==> src/rtl/fft_twiddle_seq_pkg.sv <==
// Shared widths, FSM encoding and quarter-wave cosine table for the
// twiddle sequencer.
package fft_twiddle_seq_pkg;

   localparam int N    = 32;
   localparam int W_W  = 9;
   localparam int FRAC = 8;
   localparam int KW   = $clog2(N / 4);
   localparam int MW   = $clog2(N);

   typedef enum logic [1:0] {
      IDLE  = 2'd0,
      RUN   = 2'd1,
      DRAIN = 2'd2
   } state_t;

   typedef struct packed {
      logic          valid;
      logic          last;
      logic          conj;
      logic [KW-1:0] idx;
      logic [MW-1:0] m2;
      logic [MW-1:0] m3;
      logic [MW-1:0] m4;
   } s1_t;

   typedef struct packed {
      logic           valid;
      logic           last;
      logic [KW-1:0]  idx;
      logic [W_W-1:0] wr2;
      logic [W_W-1:0] wi2;
      logic [W_W-1:0] wr3;
      logic [W_W-1:0] wi3;
      logic [W_W-1:0] wr4;
      logic [W_W-1:0] wi4;
   } s2_t;

   // round(cos(2*pi*r/N) * 2^FRAC), 1.0 clipped to 2^FRAC-1
   function automatic logic [W_W-1:0] c_lut(input logic [KW:0] r);
      logic [W_W-1:0] v;
      v = '0;
      case (r)
         4'd0: v = W_W'(255);
         4'd1: v = W_W'(251);
         4'd2: v = W_W'(237);
         4'd3: v = W_W'(213);
         4'd4: v = W_W'(181);
         4'd5: v = W_W'(142);
         4'd6: v = W_W'(98);
         4'd7: v = W_W'(50);
         default: v = '0;
      endcase
      return v;
   endfunction

endpackage

==> src/rtl/fft_twiddle_seq_fold_lut.sv <==
// Exponent m -> (cos, -sin) via quarter-wave table and quadrant fold;
// conj flips the imaginary sign for inverse transforms.
module twiddle_fold_lut
   import fft_twiddle_seq_pkg::*;
(
   input  logic [MW-1:0]  m,
   input  logic           conj,
   output logic [W_W-1:0] w_real,
   output logic [W_W-1:0] w_imag
);

   logic [1:0]     q;
   logic [KW:0]    r;
   logic [KW:0]    rc;
   logic [W_W-1:0] c_r;
   logic [W_W-1:0] c_rc;
   logic [W_W-1:0] cos_v;
   logic [W_W-1:0] sin_v;

   assign q    = m[MW-1:KW];
   assign r    = {1'b0, m[KW-1:0]};
   assign rc   = (KW+1)'(N / 4) - r;
   assign c_r  = c_lut(r);
   assign c_rc = c_lut(rc);

   always_comb begin
      cos_v = c_r;
      sin_v = c_rc;
      unique case (q)
         2'd0: begin cos_v = c_r;   sin_v = c_rc;  end
         2'd1: begin cos_v = -c_rc; sin_v = c_r;   end
         2'd2: begin cos_v = -c_r;  sin_v = -c_rc; end
         2'd3: begin cos_v = c_rc;  sin_v = -c_r;  end
         default: ;
      endcase
   end

   assign w_real = cos_v;
   assign w_imag = conj ? sin_v : -sin_v;

endmodule

==> src/rtl/fft_twiddle_seq.sv <==
// Twiddle sequencer: emits W^k, W^2k, W^3k for k = 0..N/4-1 after start.
// FFT_TWIDDLE_INVERSE_EN adds an inverse input for conjugate twiddles.
module fft_twiddle_seq
   import fft_twiddle_seq_pkg::*;
(
   input  logic                  clk,
   input  logic                  rst,
   input  logic                  start,
   input  logic                  ready,
`ifdef FFT_TWIDDLE_INVERSE_EN
   input  logic                  inverse,
`endif
   output logic signed [W_W-1:0] w_real_2,
   output logic signed [W_W-1:0] w_imag_2,
   output logic signed [W_W-1:0] w_real_3,
   output logic signed [W_W-1:0] w_imag_3,
   output logic signed [W_W-1:0] w_real_4,
   output logic signed [W_W-1:0] w_imag_4,
   output logic                  w_valid,
   output logic                  w_last,
   output logic [KW-1:0]         w_index,
   output logic                  busy
);

   state_t         state_q, state_d;
   logic [KW-1:0]  k_q, k_d;
   logic           inv_q, inv_d;
   logic           busy_q, busy_d;
   s1_t            s1_q, s1_d;
   s2_t            s2_q, s2_d;
   logic           issue;
   logic [MW-1:0]  k_ext;
   logic [W_W-1:0] f_wr2, f_wi2, f_wr3, f_wi3, f_wr4, f_wi4;

   twiddle_fold_lut u_lut2 (.m(s1_q.m2), .conj(s1_q.conj),
                            .w_real(f_wr2), .w_imag(f_wi2));
   twiddle_fold_lut u_lut3 (.m(s1_q.m3), .conj(s1_q.conj),
                            .w_real(f_wr3), .w_imag(f_wi3));
   twiddle_fold_lut u_lut4 (.m(s1_q.m4), .conj(s1_q.conj),
                            .w_real(f_wr4), .w_imag(f_wi4));

   always_comb begin
      state_d = state_q;
      k_d     = k_q;
      inv_d   = inv_q;
      s1_d    = s1_q;
      s2_d    = s2_q;
      issue   = 1'b0;
      k_ext   = MW'(k_q);
      // k=0 issues in the start cycle itself to get 2-cycle latency
      unique case (state_q)
         IDLE: begin
            if (start) begin
               state_d = RUN;
`ifdef FFT_TWIDDLE_INVERSE_EN
               inv_d   = inverse;
`else
               inv_d   = 1'b0;
`endif
               k_ext   = '0;
               issue   = ready;
               k_d     = ready ? KW'(1) : '0;
            end
         end
         RUN: begin
            if (ready) begin
               issue = 1'b1;
               k_d   = k_q + KW'(1);
               if (k_q == KW'(N / 4 - 1)) state_d = DRAIN;
            end
         end
         DRAIN: begin
            if (ready && s2_q.valid && s2_q.last) state_d = IDLE;
         end
         default: state_d = IDLE;
      endcase
      if (ready) begin
         s1_d.valid = issue;
         if (issue) begin
            s1_d.last = (k_ext == MW'(N / 4 - 1));
            s1_d.conj = inv_d;
            s1_d.idx  = k_ext[KW-1:0];
            s1_d.m2   = k_ext;
            s1_d.m3   = k_ext << 1;
            s1_d.m4   = k_ext + (k_ext << 1);
         end
         s2_d.valid = s1_q.valid;
         s2_d.last  = s1_q.valid & s1_q.last;
         if (s1_q.valid) begin
            s2_d.idx = s1_q.idx;
            s2_d.wr2 = f_wr2;
            s2_d.wi2 = f_wi2;
            s2_d.wr3 = f_wr3;
            s2_d.wi3 = f_wi3;
            s2_d.wr4 = f_wr4;
            s2_d.wi4 = f_wi4;
         end
      end
      busy_d = (state_d != IDLE);
   end

   always_ff @(posedge clk) begin
      if (rst) begin
         state_q <= IDLE;
         k_q     <= '0;
         inv_q   <= 1'b0;
         busy_q  <= 1'b0;
         s1_q    <= '0;
         s2_q    <= '0;
      end else begin
         state_q <= state_d;
         k_q     <= k_d;
         inv_q   <= inv_d;
         busy_q  <= busy_d;
         s1_q    <= s1_d;
         s2_q    <= s2_d;
      end
   end

   assign w_real_2 = s2_q.wr2;
   assign w_imag_2 = s2_q.wi2;
   assign w_real_3 = s2_q.wr3;
   assign w_imag_3 = s2_q.wi3;
   assign w_real_4 = s2_q.wr4;
   assign w_imag_4 = s2_q.wi4;
   assign w_valid  = s2_q.valid;
   assign w_last   = s2_q.last;
   assign w_index  = s2_q.idx;
   assign busy     = busy_q;

endmodule

==> config.mk <==
export PLATFORM = sky130hd
export DESIGN_NAME = fft_twiddle_seq
export DESIGN_NICKNAME = d
export VERILOG_FILES = /design/src/rtl/fft_twiddle_seq_pkg.sv /design/src/rtl/fft_twiddle_seq_fold_lut.sv /design/src/rtl/fft_twiddle_seq.sv
export SDC_FILE = /design/constraint.sdc
export NUM_CORES = 1
export LEC_CHECK = 0
export BUFFER_PORTS_ARGS = -buffer_cell sky130_fd_sc_hd__clkbuf_2
export CAP_MARGIN = 20
export CORE_MARGIN = 2
export CORE_UTILIZATION = 37
export CTS_CLUSTER_DIAMETER = 60
export DETAILED_ROUTE_END_ITERATION = 10
export PLACE_DENSITY = 0.64
export SKIP_CTS_REPAIR_TIMING = 1
export SLEW_MARGIN = 20
export SYNTH_ARGS = -nofsm -noshare
export SYNTH_HDL_FRONTEND = slang
export SYNTH_SLANG_ARGS = --single-unit
==> constraint.sdc <==
create_clock -name clk -period 3.5 [get_ports clk]
set_clock_uncertainty 0.1 [all_clocks]
set_input_delay 0.175 -clock clk [delete_from_list [all_inputs] [get_ports clk]]
set_output_delay 0.175 -clock clk [all_outputs]
set_load 0.01 [all_outputs]
==> results of run 1 <==
[power by group through the flow]
stage | clock network (mW) | logic (mW) | registers, mW
2_1_floorplan | 0 | 0.206 | 1.07
3_3_place_gp | 0 | 0.297 | 1.06
3_5_place_dp | 0 | 0.302 | 1.06
4_1_cts | 0.993 | 0.304 | 1.04
5_1_grt | 1.03 | 0.352 | 1.05
6_report | 0.968 | 0.315 | 1.04
[cells by family after synthesis]
kind of cell,count (synthesis),synth area share
muxes,18,0.04128
adders and majority gates,35,0.08907
AOI/OAI and AO/OA,159,0.2089
buffers and inverters,70,0.05729
xor gates and xnor gates,22,0.03853
DFF,87,0.3483
and+or+nand+nor,245,0.2159
other,1,0.0007498
[final cells by class]
cell class	instances	area share
multi-input combinational	480	0.5183
sequential	87	0.2974
timing repair buffer	82	0.08075
clock buffer	9	0.03845
tap	176	0.03760
inverter	24	0.01538
clock inverter	6	0.01218
[flip-flops by register name, indices dropped and copies added (netlist names)]
signal	cells
s1_q	10
w_imag_2	9
w_imag_3	9
w_imag_4	9
w_real_4	9
u_lut4.c_r	8
w_real_2	8
w_real_3	8
u_lut3.c_r	5
k_q	3
w_index	3
state_q	2
busy	1
inv_q	1
w_last	1
w_valid	1
[final timing paths]
kind / from / to / slack, ps / depth (start not counted)
max: s1_q[1] / w_imag_4[8] / 150 / 16
min: start / inv_q / 40 / 3
max reg2reg: s1_q[1] / w_imag_4[8] / 150 / 16
min reg2reg: w_imag_3[3] / w_imag_3[3] / 350 / 2
[routing by layer]
| metal | GRT usage | up-vias |
|---|---|---|
| met5 | 0 | - |
| met1 | 0.2486 | 2108 |
| met3 | 0.03632 | 17 |
| met4 | 0.07195 | 0 |
| li1 | - | 2311 |
| met2 | 0.2813 | 120 |
[worst max-delay path, stage by stage, from the launching register on]
cell and delay [ps]:
dfxtp_1 320, inv_2 90, ha_4 140, inv_1 60, ha_1 320, mux2i_2 260
nand2_1 110, ha_1 320, mux2_2 300, o22ai_4 140, ha_2 210, nand2_1 90
a31oi_4 180, nand3_1 110, o31ai_2 220, xnor2_1 160, o31ai_2 70
[metrics by stage]
step / TNS, ps / cells
final: 0 / 864
after global routing: -59.32 / 864
after CTS: -14.58 / 862
after detailed placement: 0 / 847
after global placement: 0 / 847
after floorplan: 0 / 637
[cell usage in the layout, fill, tap and decap left out, types with 14 or more instances in the layout]
master and n:
nand2_1 73, a21oi_1 63, ha_1 32, dfxtp_1 87, nor3_1 15, nor2_1 100
buf_4 19, clkbuf_2 62, o21ai_0 16, a211oi_1 27, mux2i_1 14, nand3_1 14
inv_1 20
==> results.md, run 1 <==
* Worst Setup Start Kind: flip-flop
* Total Wirelength at 12930 µm
* Core footprint at 13240 µm²
* Worst setup EP type: flip-flop
* DR iter-0 viols at 258
* Cell internal pwr at 1.702 mW
* Area share of the largest cell type after synthesis at 0.3483
* FP Rows at 42
* Placed cell areas at 5484 µm²
* Top post-synthesis cells by area: dfxtp_1 35%, ha_1 8.5%, nor2_1 7.5%, a21oi_1 6.4%, nand2_1 5.5%
* Final worst-path cycle share at 0.9562
* WS Path Type: reg -> reg
* Clk_lat worst skew at 340 ps
* Syn. warnings at 0
* Highest routed layer: met4
* Detail Route Antenna Nets at 0
* Primary FF master, synth: dfxtp_1
* Worst-path fanout max at 4
* ANT cells at 0
* Drt wl/cell at 14.96 µm
* Synth area leader: dfxtp_1
* Status: finished clean
* Synth Instances at 637
* Fillers at 1339
* Die X at 120.3 µm
* Pin count of the biggest net entering global routing at 62
* DRT Pass-1 Iters at 5
* Starting Density at 0.3776
* Max_cap viols at 0
* Global-route wire length before repair at 20880 µm
* Sw Ratio at 0.2681
* Period minus WS final at 3347 ps
* Share of layout cells above drive strength 1 at 0.1744
* Share of synthesized registers carrying an async set or reset at 0
* Initial antenna violation count at 0
* Pwr/cell area at 397.0 nW/µm²
* Peak supply drop at 0.2363 mV
* H-tree levels at 3
* Register area at 1742 µm²
* Clock transition at path regs at 70 ps
* Vias at 4556
* Clock tree buffer depth at 2
* Final Net Count at 723
* CTS tree: done
* Fmax achieved at 0.2988 GHz
* Vias per Instance at 5.273
* CTS buffer count at 9
* Met1 wire length at 6104 µm
* Most numerous cell in the Yosys netlist: nor2_1
* Combinational power share at 0.135
* Final instance area at 5857 µm²
* Gp weighted congestion at 0.9821
* Area taken by multi-input logic gates at 3035 µm²
* Distinct cells, synth at 57
* Area Growth Syn to Fin at 17.11%
* Total gr overflow at 0
* Hold Crit Class: in -> reg
* Vias in the first global route at 4212
* Post-detail-place hpwl at 9369 µm
* Final setup violating endpoints at 0
* Sequential Power Share at 0.448
* Crit path arrival time at 3450 ps
* Global-route usage over all layers at 0.1817
* Net Count, Synth at 676
* Post-synth EDFFs at 0
* Post-synthesis register bit count at 87
* Port buffer count at 62
* Total power at 2.325 mW
* Die ar. at 14460 µm²
* Die height at 120.3 µm
* Final Hold Viols at 0
* Setup WS pre-CTS at 27.95 ps
* Worst slew pin tran at 628.7 ps
* Final hold slack at 35.43 ps
* Sink Count at 87
* Clock tree root driver cell: clkbuf_16
* Top cells by count, synth: 100 x nor2_1, 87 x dfxtp_1, 73 x nand2_1
* Pleak at 2.384 nW
* Final core occ at 0.4423
* Clock share of power at 0.416
* Worst slew margin at 0.5798
* WL met2 at 5769 µm
* IO Count at 64
* Sequential element share of the synthesized area at 0.3483
* Mapped cell area at 5001 µm²
* Slew Limit Fails at 0
* Mean Syn Cell Area at 7.851 µm²
* Met3 WL at 840 µm
* Sw Pwr at 623.5 µW
* CP required at 3600 ps
* DRC at 0
* Final WS setup at 153.3 ps
No activity file was read; power rests on OpenSTA's default activity.
==> run 2, diff against run 1 <==
--- a/config.mk
+++ b/config.mk
@@ -9,6 +9,7 @@
 export CAP_MARGIN = 20
 export CORE_MARGIN = 2
 export CORE_UTILIZATION = 37
+export CTS_BUF_LIST = sky130_fd_sc_hd__clkbuf_4
 export CTS_CLUSTER_DIAMETER = 60
 export DETAILED_ROUTE_END_ITERATION = 10
 export PLACE_DENSITY = 0.64
==> run 2 against run 1 <==
  * First-iteration DRC count shrank 5.4%
  * Fmax fell by 1.8%
  * The run now ends with negative hold slack left
  * Core utilization down 1.1 points
  * Critical path depth unchanged
  * Global-route usage barely moved
==> results.md, run 2 (same netlist as run 1, synthesis figures left out) <==
* Global-route wire length before repair at 20870 µm
* Gp weighted congestion at 0.9821
* Register with the most flip-flops: s1_q
* Port buffer count at 62
* Final WS setup at 90.49 ps
* Share of layout cells above drive strength 1 at 0.1771
* Worst Setup Start Kind: flip-flop
* Cell internal pwr at 1.367 mW
* Status: finished with violations
* Total gr overflow at 0
* Sw Pwr at 581.6 µW
* Period minus WS final at 3410 ps
* Vias in the first global route at 4216
* Busiest grt layer: met2
* Most frequent cells in the layout: 100 x nor2_1, 87 x dfxtp_1, 73 x nand2_1, 62 x a21oi_1, 62 x clkbuf_2
* Total power at 1.948 mW
* Global-route usage over all layers at 0.1817
* CTS tree: done
* IO Count at 64
* Sink Count at 87
* H-tree levels at 3
* Clk_lat worst skew at 470 ps
* Pleak at 2.318 nW
* Clock tree buffer depth at 2
* Slew Limit Fails at 0
* Drt wl/cell at 14.92 µm
* Hold depth at 3
* GR Util met2 at 0.2816
* DR iter-0 viols at 244
* Die X at 120.3 µm
* Register area at 1742 µm²
* Total Wirelength at 12910 µm
* Final Net Count at 724
* Worst slew margin at 0.5769
* Clock tree root driver cell: clkbuf_4
* Final Hold Viols at 1
* Failing checks: negative hold slack
* Setup WS pre-CTS at 27.95 ps
* Final instance area at 5708 µm²
* Area Growth Syn to Fin at 14.14%
* Clock transition at path regs at 160 ps
* Fillers at 1373
* Pwr/cell area at 341.4 nW/µm²
* Area taken by multi-input logic gates at 3034 µm²
* FF-to-FF path depth at 16
* Peak supply drop at 0.1720 mV
* Max_cap viols at 0
* Final worst-path cycle share at 0.9741
* Final hold slack at -16.14 ps
* FP Rows at 42
* Final setup violating endpoints at 0
* Sw Ratio at 0.2985
* RSZ-0062 raised after global routing: true
* Combinational power share at 0.162
* Fmax achieved at 0.2933 GHz
* WS Path Type: reg -> reg
* Hold Crit Class: in -> reg
* Clock share of power at 0.303
* Max reg flops at 10
* Initial antenna violation count at 0
* ANT cells at 0
* Die ar. at 14460 µm²
* Worst-path fanout max at 4
* Pin count of the biggest net entering global routing at 62
* Core footprint at 13240 µm²
* Worst setup EP type: flip-flop
* Met1 usage at 0.2474
* Vias at 4585
* CP required at 3730 ps
* Setup_tns at 0 ps
* Sequential Power Share at 0.535
* DRT Pass-1 Iters at 4
* Crit path arrival time at 3640 ps
* Detail Route Antenna Nets at 0
* Vias per Instance at 5.301
* Commonest non-fill, non-tap cell in the layout: nor2_1
* DRC at 0
* Met3 GRT Util at 0.03632
* Worst slew pin tran at 634.7 ps
* Starting Density at 0.3776
* Die height at 120.3 µm
* Post-detail-place hpwl at 9369 µm
* Placed cell areas at 5484 µm²
* CTS buffer count at 9
run 2: cell types whose count changed in the layout (fill, tap and decap cells not counted), sizes merged:
cell,delta
dlygate4sd3,+1
run 2: worst paths after layout:
| path | from | endpoint | slack (ps) |
|---|---|---|---|
| worst max-delay path | s1_q[1] | w_imag_4[8] | 90 |
| worst min-delay path | ready | s1_q[4] | -20 |
| worst max register to register | s1_q[1] | w_imag_4[8] | 90 |
| worst min register to register | w_imag_3[3] | w_imag_3[3] | 360 |
run 2: power groups by stage:
stage	sequential [mW]	combinational, mW	clock (mW)
5_1_grt	1.05	0.353	0.647
3_3_place_gp	1.06	0.297	0
6_report	1.04	0.316	0.590
3_5_place_dp	1.06	0.302	0
2_1_floorplan	1.07	0.206	0
4_1_cts	1.04	0.303	0.617
run 2: critical path: stages (launching register included):
cell	delay (ps)
dfxtp_1	350
inv_2	80
ha_2	190
inv_1	60
ha_1	320
mux2i_2	250
nand2_1	130
ha_1	320
mux2_2	300
o22ai_4	150
ha_2	210
nand2_1	90
a31oi_4	180
nand3_1	110
o31ai_2	220
xnor2_1	160
o31ai_2	70
run 2: per-stage QoR:
step                hold slack (ps)    util  instances
finish                       -16.14  0.4310        865
detailed placement            345.3  0.4141        847
global route                  11.35  0.4310        865
CTS                          -134.4  0.4246        862
global placement              340.6  0.4141        847
floorplan                     260.8       -        637
run 2: area by class of cell:
| type | instances | area share |
|---|---|---|
| tap | 176 | 0.03858 |
| inverter | 24 | 0.01578 |
| clock inverter | 6 | 0.01249 |
| timing repair buffer | 83 | 0.08461 |
| sequential | 87 | 0.3051 |
| multi-input combinational | 480 | 0.5316 |
| clock buffer | 9 | 0.01184 |
run 2: per-layer routing:
layer,vias up,wire length [µm]
li1,2317,-
met1,2127,6187
met2,119,5731
met3,22,733
met4,0,258
met5,-,0
